## src/rtl/mathlogic_pkg.sv

```systemverilog
// Shared definitions for the mathlogic tier: widths, FSM encoding, constants.
package mathlogic_pkg;

  localparam int unsigned WIDTH     = 32;
  localparam int unsigned DIV_STEPS = 32;
  localparam int unsigned CNT_W     = 6;

  localparam logic [WIDTH-1:0] INT_MIN = 32'h8000_0000;
  localparam logic [WIDTH-1:0] NEG_ONE = 32'hFFFF_FFFF;

  typedef enum logic [1:0] {
    IDLE = 2'd0,
    RUN  = 2'd1,
    DONE = 2'd2
  } div_state_e;

  // Two's complement negate when neg is set; |INT_MIN| stays 0x80000000 as unsigned.
  function automatic logic [WIDTH-1:0] neg_if(input logic neg, input logic [WIDTH-1:0] x);
    return neg ? (~x + WIDTH'(1)) : x;
  endfunction

endpackage

```

## src/rtl/div_step.sv

```systemverilog
// One restoring-division iteration: shift {rem, quo} left, trial-subtract the divisor.
module div_step
  import mathlogic_pkg::*;
(
  input  logic [WIDTH-1:0] rem_i,
  input  logic [WIDTH-1:0] quo_i,
  input  logic [WIDTH-1:0] divisor_i,
  output logic [WIDTH-1:0] rem_o,
  output logic [WIDTH-1:0] quo_o
);

  logic [WIDTH-1:0] shifted_lo;
  logic [WIDTH:0]   trial;

  // Shifted partial remainder is 33 bits wide; its top bit is rem_i's MSB.
  assign shifted_lo = {rem_i[WIDTH-2:0], quo_i[WIDTH-1]};
  assign trial      = {rem_i[WIDTH-1], shifted_lo} - {1'b0, divisor_i};

  // Keep the difference only when it did not go negative.
  assign rem_o = trial[WIDTH] ? shifted_lo : trial[WIDTH-1:0];
  assign quo_o = {quo_i[WIDTH-2:0], ~trial[WIDTH]};

endmodule

```

## src/rtl/div32_seq.sv

```systemverilog
// Sequential 32-bit signed divider: magnitude restoring division plus sign fix-up.
module div32_seq
  import mathlogic_pkg::*;
(
  input  logic             clock,
  input  logic             reset_n,
  input  logic             ctrl_DIV,
  input  logic [WIDTH-1:0] data_operandA,
  input  logic [WIDTH-1:0] data_operandB,
  output logic [WIDTH-1:0] data_result,
  output logic [WIDTH-1:0] data_remainder,
  output logic             data_exception,
  output logic             data_resultRDY,
  output logic             busy
);

  div_state_e       state_q, state_d;
  logic [CNT_W-1:0] cnt_q, cnt_d;
  logic [WIDTH-1:0] rem_q, rem_d;
  logic [WIDTH-1:0] quo_q, quo_d;
  logic [WIDTH-1:0] dvs_q, dvs_d;
  logic             qneg_q, qneg_d;
  logic             rneg_q, rneg_d;
  logic             zero_q, zero_d;
  logic             ovf_q, ovf_d;
  logic [WIDTH-1:0] result_q, result_d;
  logic [WIDTH-1:0] remainder_q, remainder_d;
  logic             exc_q, exc_d;
  logic             rdy_q, rdy_d;
  logic             busy_q, busy_d;
  logic [WIDTH-1:0] step_rem, step_quo;

  div_step u_step (
    .rem_i     (rem_q),
    .quo_i     (quo_q),
    .divisor_i (dvs_q),
    .rem_o     (step_rem),
    .quo_o     (step_quo)
  );

  // State and datapath registers; reset clears everything including outputs.
  always_ff @(posedge clock or negedge reset_n) begin
    if (!reset_n) begin
      state_q     <= IDLE;
      cnt_q       <= '0;
      rem_q       <= '0;
      quo_q       <= '0;
      dvs_q       <= '0;
      qneg_q      <= 1'b0;
      rneg_q      <= 1'b0;
      zero_q      <= 1'b0;
      ovf_q       <= 1'b0;
      result_q    <= '0;
      remainder_q <= '0;
      exc_q       <= 1'b0;
      rdy_q       <= 1'b0;
      busy_q      <= 1'b0;
    end else begin
      state_q     <= state_d;
      cnt_q       <= cnt_d;
      rem_q       <= rem_d;
      quo_q       <= quo_d;
      dvs_q       <= dvs_d;
      qneg_q      <= qneg_d;
      rneg_q      <= rneg_d;
      zero_q      <= zero_d;
      ovf_q       <= ovf_d;
      result_q    <= result_d;
      remainder_q <= remainder_d;
      exc_q       <= exc_d;
      rdy_q       <= rdy_d;
      busy_q      <= busy_d;
    end
  end

  // Next-state logic; a start pulse restarts from any state and drops a pending result.
  always_comb begin
    state_d     = state_q;
    cnt_d       = cnt_q;
    rem_d       = rem_q;
    quo_d       = quo_q;
    dvs_d       = dvs_q;
    qneg_d      = qneg_q;
    rneg_d      = rneg_q;
    zero_d      = zero_q;
    ovf_d       = ovf_q;
    result_d    = result_q;
    remainder_d = remainder_q;
    exc_d       = 1'b0;
    rdy_d       = 1'b0;

    if (ctrl_DIV) begin
      // Dividend magnitude enters the quotient register and shifts into rem.
      quo_d   = neg_if(data_operandA[WIDTH-1], data_operandA);
      dvs_d   = neg_if(data_operandB[WIDTH-1], data_operandB);
      rem_d   = '0;
      cnt_d   = '0;
      qneg_d  = data_operandA[WIDTH-1] ^ data_operandB[WIDTH-1];
      rneg_d  = data_operandA[WIDTH-1];
      zero_d  = (data_operandB == '0);
      ovf_d   = (data_operandA == INT_MIN) && (data_operandB == NEG_ONE);
      state_d = (data_operandB == '0) ? DONE : RUN;
    end else begin
      case (state_q)
        RUN: begin
          rem_d = step_rem;
          quo_d = step_quo;
          cnt_d = cnt_q + CNT_W'(1);
          if (cnt_q == CNT_W'(DIV_STEPS - 1)) begin
            state_d = DONE;
          end
        end
        DONE: begin
          state_d = IDLE;
          rdy_d   = 1'b1;
          if (zero_q) begin
            // quo still holds |A|, so restoring A's sign reproduces A.
            result_d    = '0;
            remainder_d = neg_if(rneg_q, quo_q);
            exc_d       = 1'b1;
          end else if (ovf_q) begin
            result_d    = INT_MIN;
            remainder_d = '0;
            exc_d       = 1'b1;
          end else begin
            result_d    = neg_if(qneg_q, quo_q);
            remainder_d = neg_if(rneg_q, rem_q);
          end
        end
        default: begin
          state_d = IDLE;
        end
      endcase
    end

    busy_d = (state_d != IDLE) || rdy_d;
  end

  assign data_result    = result_q;
  assign data_remainder = remainder_q;
  assign data_exception = exc_q;
  assign data_resultRDY = rdy_q;
  assign busy           = busy_q;

endmodule

```

## config.mk

```make
export PLATFORM = sky130hd
export DESIGN_NAME = div32_seq
export DESIGN_NICKNAME = d
export VERILOG_FILES = /design/src/rtl/mathlogic_pkg.sv /design/src/rtl/div_step.sv /design/src/rtl/div32_seq.sv
export SDC_FILE = /design/constraint.sdc
export NUM_CORES = 1
export LEC_CHECK = 0
export ABC_CLOCK_PERIOD_IN_PS = 8900
export BUFFER_PORTS_ARGS = -buffer_cell sky130_fd_sc_hd__buf_2
export CELL_PAD_IN_SITES_DETAIL_PLACEMENT = 0
export CELL_PAD_IN_SITES_GLOBAL_PLACEMENT = 2
export CORE_MARGIN = 10
export CORE_UTILIZATION = 40
export DETAILED_ROUTE_END_ITERATION = 10
export PLACE_DENSITY_LB_ADDON = 0.1
export SLEW_MARGIN = 20
export SYNTH_ARGS = -nofsm -noshare
export SYNTH_HDL_FRONTEND = slang
export SYNTH_HIERARCHICAL = 1
export SYNTH_SLANG_ARGS = --single-unit
```

## constraint.sdc

```tcl
create_clock -name clock -period 8.9 [get_ports clock]
set_input_delay 0 -clock clock [delete_from_list [all_inputs] [get_ports clock]]
set_output_delay 0 -clock clock [all_outputs]
set_load 0.005 [all_outputs]
```

## After elaboration in Yosys (flattened, before gate mapping)

Index checks and enable logic that the tools add are counted.

- ROM bits: 0
- Memories kept: 0
- Bits in writable memories: 0
- Output and inout port bits: 67
- Bits in registers: 175
- Latch bits: 0

- $add $sub $neg: 6
- Multiplexer cells: 26
- Equality and inequality tests: 5
- Shift operators: 0
- Divide/modulo/power cells: 0
- Reduce and logical (&&, ||, !) cells: 6
- Bitwise operators: 7
- Multipliers: 0
- $lt $le $gt $ge: 0

Operator list:

| cell | number |
|---|---|
| 32-bit 2-to-1 mux | 14 |
| 32-bit by 1-bit adder with 32-bit output, second input constant | 4 |
| 32-bit inverter | 4 |
| 32-bit == test, second input constant | 2 |
| 33-bit by 32-bit subtractor with 33-bit output | 1 |
| 32-bit zero test | 1 |
| 6-bit 2-to-1 mux | 2 |
| 2-bit 2-to-1 mux | 4 |
| 6-bit by 1-bit adder with 6-bit output, second input constant | 1 |
| 6-bit by 5-bit == test with 1-bit output, second input constant | 1 |
| 1-bit 2-to-1 mux | 6 |
| 2-bit nonzero test | 2 |
| 2-bit by 1-bit == test with 1-bit output, second input constant | 1 |
| 2-bit == test, second input constant | 1 |
| 1-bit inverter | 2 |
| 2-bit AND reduction | 1 |
| 1-bit logical AND | 1 |
| 1-bit logical OR | 1 |
| 1-bit bitwise XOR | 1 |

## Logic depth before layout (Yosys ltp)

- Depth after elaboration: 6
- Gate-level depth with buffers: 17
- Depth with buffers taken out: 15

## Modules after synthesis

Netlist, hierarchy kept.

By module, submodules not included:

| module | cells an instance | instances | area each (um2) |
|---|---|---|---|
| div32_seq | 1181 | 1 | 10292.4 |
| div_step | 336 | 1 | 2591.2 |

## Least setup slack after synthesis

No wires, ideal clock.

- Path type: register to register
- From: register quo_q[31]
- To: register rem_q[10]
- Library setup time: 0.136 ns
- Cell stages (with the launch flop): 18
- Required time: 8.764 ns
- Setup slack: 5.514 ns
- Data arrival time: 3.250 ns
- Buffers on the path: 2
- Cell sequence: dfrtp_1 inv_1 ha_1 fa_1 and2b_1 o2111ai_2 a21oi_2 o2111ai_1 a211oi_2 nor2_4 mux2i_4 and2_4 buf_12 inv_8 buf_12 mux2_4 nand2_1 a21oi_1

- Word-level cells in the longest chain between the ends: 4

Ends and longest elaborated chain:

| what | line | RTL |
|---|---|---|
| from (decl) | div32_seq.sv:20 | `logic [WIDTH-1:0] quo_q, quo_d;` |
| from (signal assigned) | div32_seq.sv:62 | `quo_q <= quo_d;` |
| 33-bit by 32-bit subtractor with 33-bit output | div_step.sv:17 | `assign trial = {rem_i[WIDTH-1], shifted_lo} - {1'b0, divisor_i};` |
| 32-bit 2-to-1 mux | div_step.sv:20 | `assign rem_o = trial[WIDTH] ? shifted_lo : trial[WIDTH-1:0];` |
| named net step_rem[10] | div32_seq.sv:31 | `logic [WIDTH-1:0] step_rem, step_quo;` |
| 32-bit 2-to-1 mux | div32_seq.sv:104 | `case (state_q)` |
| 32-bit 2-to-1 mux | div32_seq.sv:92 | `if (ctrl_DIV) begin` |
| to (signal assigned) | div32_seq.sv:61 | `rem_q <= rem_d;` |
| to (decl) | div32_seq.sv:19 | `logic [WIDTH-1:0] rem_q, rem_d;` |

The timed path passes the listed nets, and every way through them passes these cells. The select of a mux whose other input is x is not followed.
A chain may end at the register's enable or synchronous reset.

## Worst setup path after layout

- From: register quo_q[31]
- To: register rem_q[5]

Same word-level chain as after synthesis.

==> flow_summary.toml <==
[floorplanning]
io_pins = 134
start_util_pct = 40.7
core_area_mm2 = 0.0316
rows = 65
die_w_um = 199
die_h_um = 199
dieArea_mm2 = 0.0398

[sta]
clock_skew_ns = 0.0164
slew_violations = 0
tightest_slew_ns = 1.08
slew_headroom_pct = 28.1
setup_tns_ns = 0
setup_slack_ns = 5.15
grt_setup_unrepaired = "no"
setup_viol = 0
post-route-period-util_pct = 42.1
min_period_ns = 3.75
timing_hold_violations_final = 0
max_freq_mhz = 267

[clock_network]
cts.sinks = 175
hold_buffers = 63
h-tree-depth = 4
numCtsBuffers = 17
clkTransAtPathRegs_ns = 0.08
post_cts_resized = 0
cts_tree = "built"
postCtsSetupBuffers = 0
clk_latency_ns = 0.44
cts-root-buf = "clkbuf_16"
clockBufferDepth = 2

[synth]
avgSynthCellArea_um2 = 8.49
syn_area_mm2 = 0.0129
seq_area_frac_synth_pct = 34.0
synth_nets = 1623
syn_inst = 1517
synthArstFlopShare_pct = 100
synth_cell_type_count = 91
ys_ff_latch = 175
synthTopCellsByArea = "dfrtp_1, xor2_1, nand2_1"
synth_edf_count = 0
synth_top_area_share_pct = 34.0
synth_ff_type = "dfrtp_1"
ys_warn_count = 6
synth_area_leader_cell = "dfrtp_1"

[run_status]
status = "complete, no violations"

[layout]
layout_common_cells = "nand2_1, dfrtp_1, buf_2"
final_area_mm2 = 0.0147
drive_gt1_share_pct = 14.9
final_common_cell = "nand2_1"
antenna_cells = 0
post-route-util_pct = 46.3
layout.nets = 1721
layout.cells.non_filler = 2030
syn2layout_area_growth_pct = 13.8

[routing]
vias_per_cell = 5.57
drc = 0
drt_iter0_drc = 742
wl_per_cell_um = 20.5
num_vias = 11300
dr.pass1.iters = 5
routed_wl_mm = 41.7
antenna_left = 0

[worst_setup_path]
critPathLaunchType = "flip-flop"
arrival_ns = 4.02
crit_path_end_kind = "flip-flop"
worstPathMaxFanout = 24
path_class = "reg2reg"
cp.required_ns = 9.17

[pwr]
comb_power_share_pct = 40.7
powerDensity_mw_per_mm2 = 207
power.clock.fraction_pct = 25.3
p_seq_share_pct = 34.0
swShare_pct = 40.0
power_switching_mw = 1.22
vdd_drop_max_uv = 155
p_leak_nw = 6.73
p_int_mw = 1.82

[grt]
grt_pass1_vias = 11100
grt_max_degree = 101
grt_pass1_wl_mm = 65.6
grt_overflow = 0
grt_antenna_before_repair = 0
grt_usage_pct = 21.1

[placement]
hpwlAfterDp_mm = 30.2
port_buffers = 133
dpl-instance-area_mm2 = 0.0134
pre_cts_ws_ns = 5.19
place_congestion = 0.854
dp.cells = 1935

[hold_path]
min_path_type = "in2async"

[run]
cap_viol_max_count = 0
## synth_stat cells (all sizes together) (7+ instances only)
| cell type | number |
|---|---|
| mux2i | 16 |
| a221oi | 13 |
| nor2 | 103 |
| a31oi | 11 |
| nor4 | 13 |
| clkbuf | 60 |
| or3 | 22 |
| a21o | 18 |
| nor3 | 19 |
| and3 | 26 |
| nand4 | 19 |
| or4 | 15 |
| o31ai | 48 |
| o21ai | 106 |
| nand3 | 28 |
| nor2b | 7 |
| nand2b | 8 |
| xnor2 | 67 |
| buf | 64 |
| o41ai | 16 |
| dfrtp | 175 |
| nand2 | 220 |
| a21oi | 121 |
| a211oi | 7 |
| or2 | 8 |
| xor2 | 106 |
| ha | 38 |
| o21a | 11 |
| mux2 | 27 |
| inv | 51 |
| a22oi | 11 |
## per-layer routing
layer  track usage, %  up-vias  share of wire (%)
li1                 -     5531                  -
met1             31.4     5508                 51
met2             31.3      237                 44
met3             3.13       28                4.4
met4             4.43        0                1.3
met5                0        -                  0
## worst max-delay path: stages (launching register included)
cell	delay [ns]
dfrtp_1	0.41
inv_1	0.06
ha_1	0.22
fa_1	0.40
and2b_1	0.24
o2111ai_2	0.13
a21oi_2	0.21
o2111ai_1	0.25
a211oi_2	0.34
nor2_4	0.10
mux2i_4	0.25
and2_4	0.24
inv_8	0.22
mux2_2	0.37
nand2_1	0.06
a21oi_1	0.07
## sequential cells by signal, summed over array words and instances (netlist names)
name / flops
data_exception: 1
rneg_q: 1
state_q: 2
ovf_q: 1
rem_q: 32
busy: 1
cnt_q: 6
dvs_q: 32
data_resultRDY: 1
data_result: 32
quo_q: 32
data_remainder: 32
zero_q: 1
qneg_q: 1
## kinds of logic after synthesis
group           count (synthesis)  synth area share, %
mux                            43                 4.25
simple gates                  512                 19.4
buf+inv                       177                 7.03
fa+ha+maj                      39                 3.85
compound gates                398                 19.8
xor+xnor                      173                 11.8
flops                         175                 34.0
## stage by stage
step                total power, mW  hold WS (ns)
finish                         3.04        0.0118
global route                   3.24        0.0218
CTS                            3.06       0.00969
detailed placement             2.26       -0.0840
global placement               2.26       -0.0892
floorplan                      2.02        -0.296
## path summary, 6_finish.rpt
path	from	endpoint	slack, ns	cells after the start
max	quo_q[31]$_DFFE_PN0P_	rem_q[5]$_DFFE_PN0P_	5.15	15
min	reset_n	rem_q[19]$_DFFE_PN0P_	0.01	2
max reg2reg	quo_q[31]$_DFFE_PN0P_	rem_q[5]$_DFFE_PN0P_	5.15	15
min reg2reg	data_result[25]$_DFFE_PN0P_	data_result[25]$_DFFE_PN0P_	0.48	2
max in group asynchronous	reset_n	rneg_q$_DFFE_PN0P_	6.90	4
min in group clock	ctrl_DIV	cnt_q[3]$_DFFE_PN0P_	0.02	2
## area by class of cell
type                    instances  area (µm²)
fillers                      3159       17000
inverters                      51         199
clock buffers                  18         439
clock inverters                14         149
flip-flops and latches        175        4380
repair buffers                205        1380
multi-input cells            1165        7620
well taps                     402         503
## power groups by stage
stage          clock network (mW)  logic, mW  registers (mW)
2_1_floorplan                   0       1.05           0.967
3_3_place_gp                    0       1.21            1.04
3_5_place_dp                    0       1.21            1.05
4_1_cts                     0.789       1.24            1.03
5_1_grt                     0.818       1.37            1.05
6_report                    0.769       1.24            1.03
(Power assumes the default switching activity.)
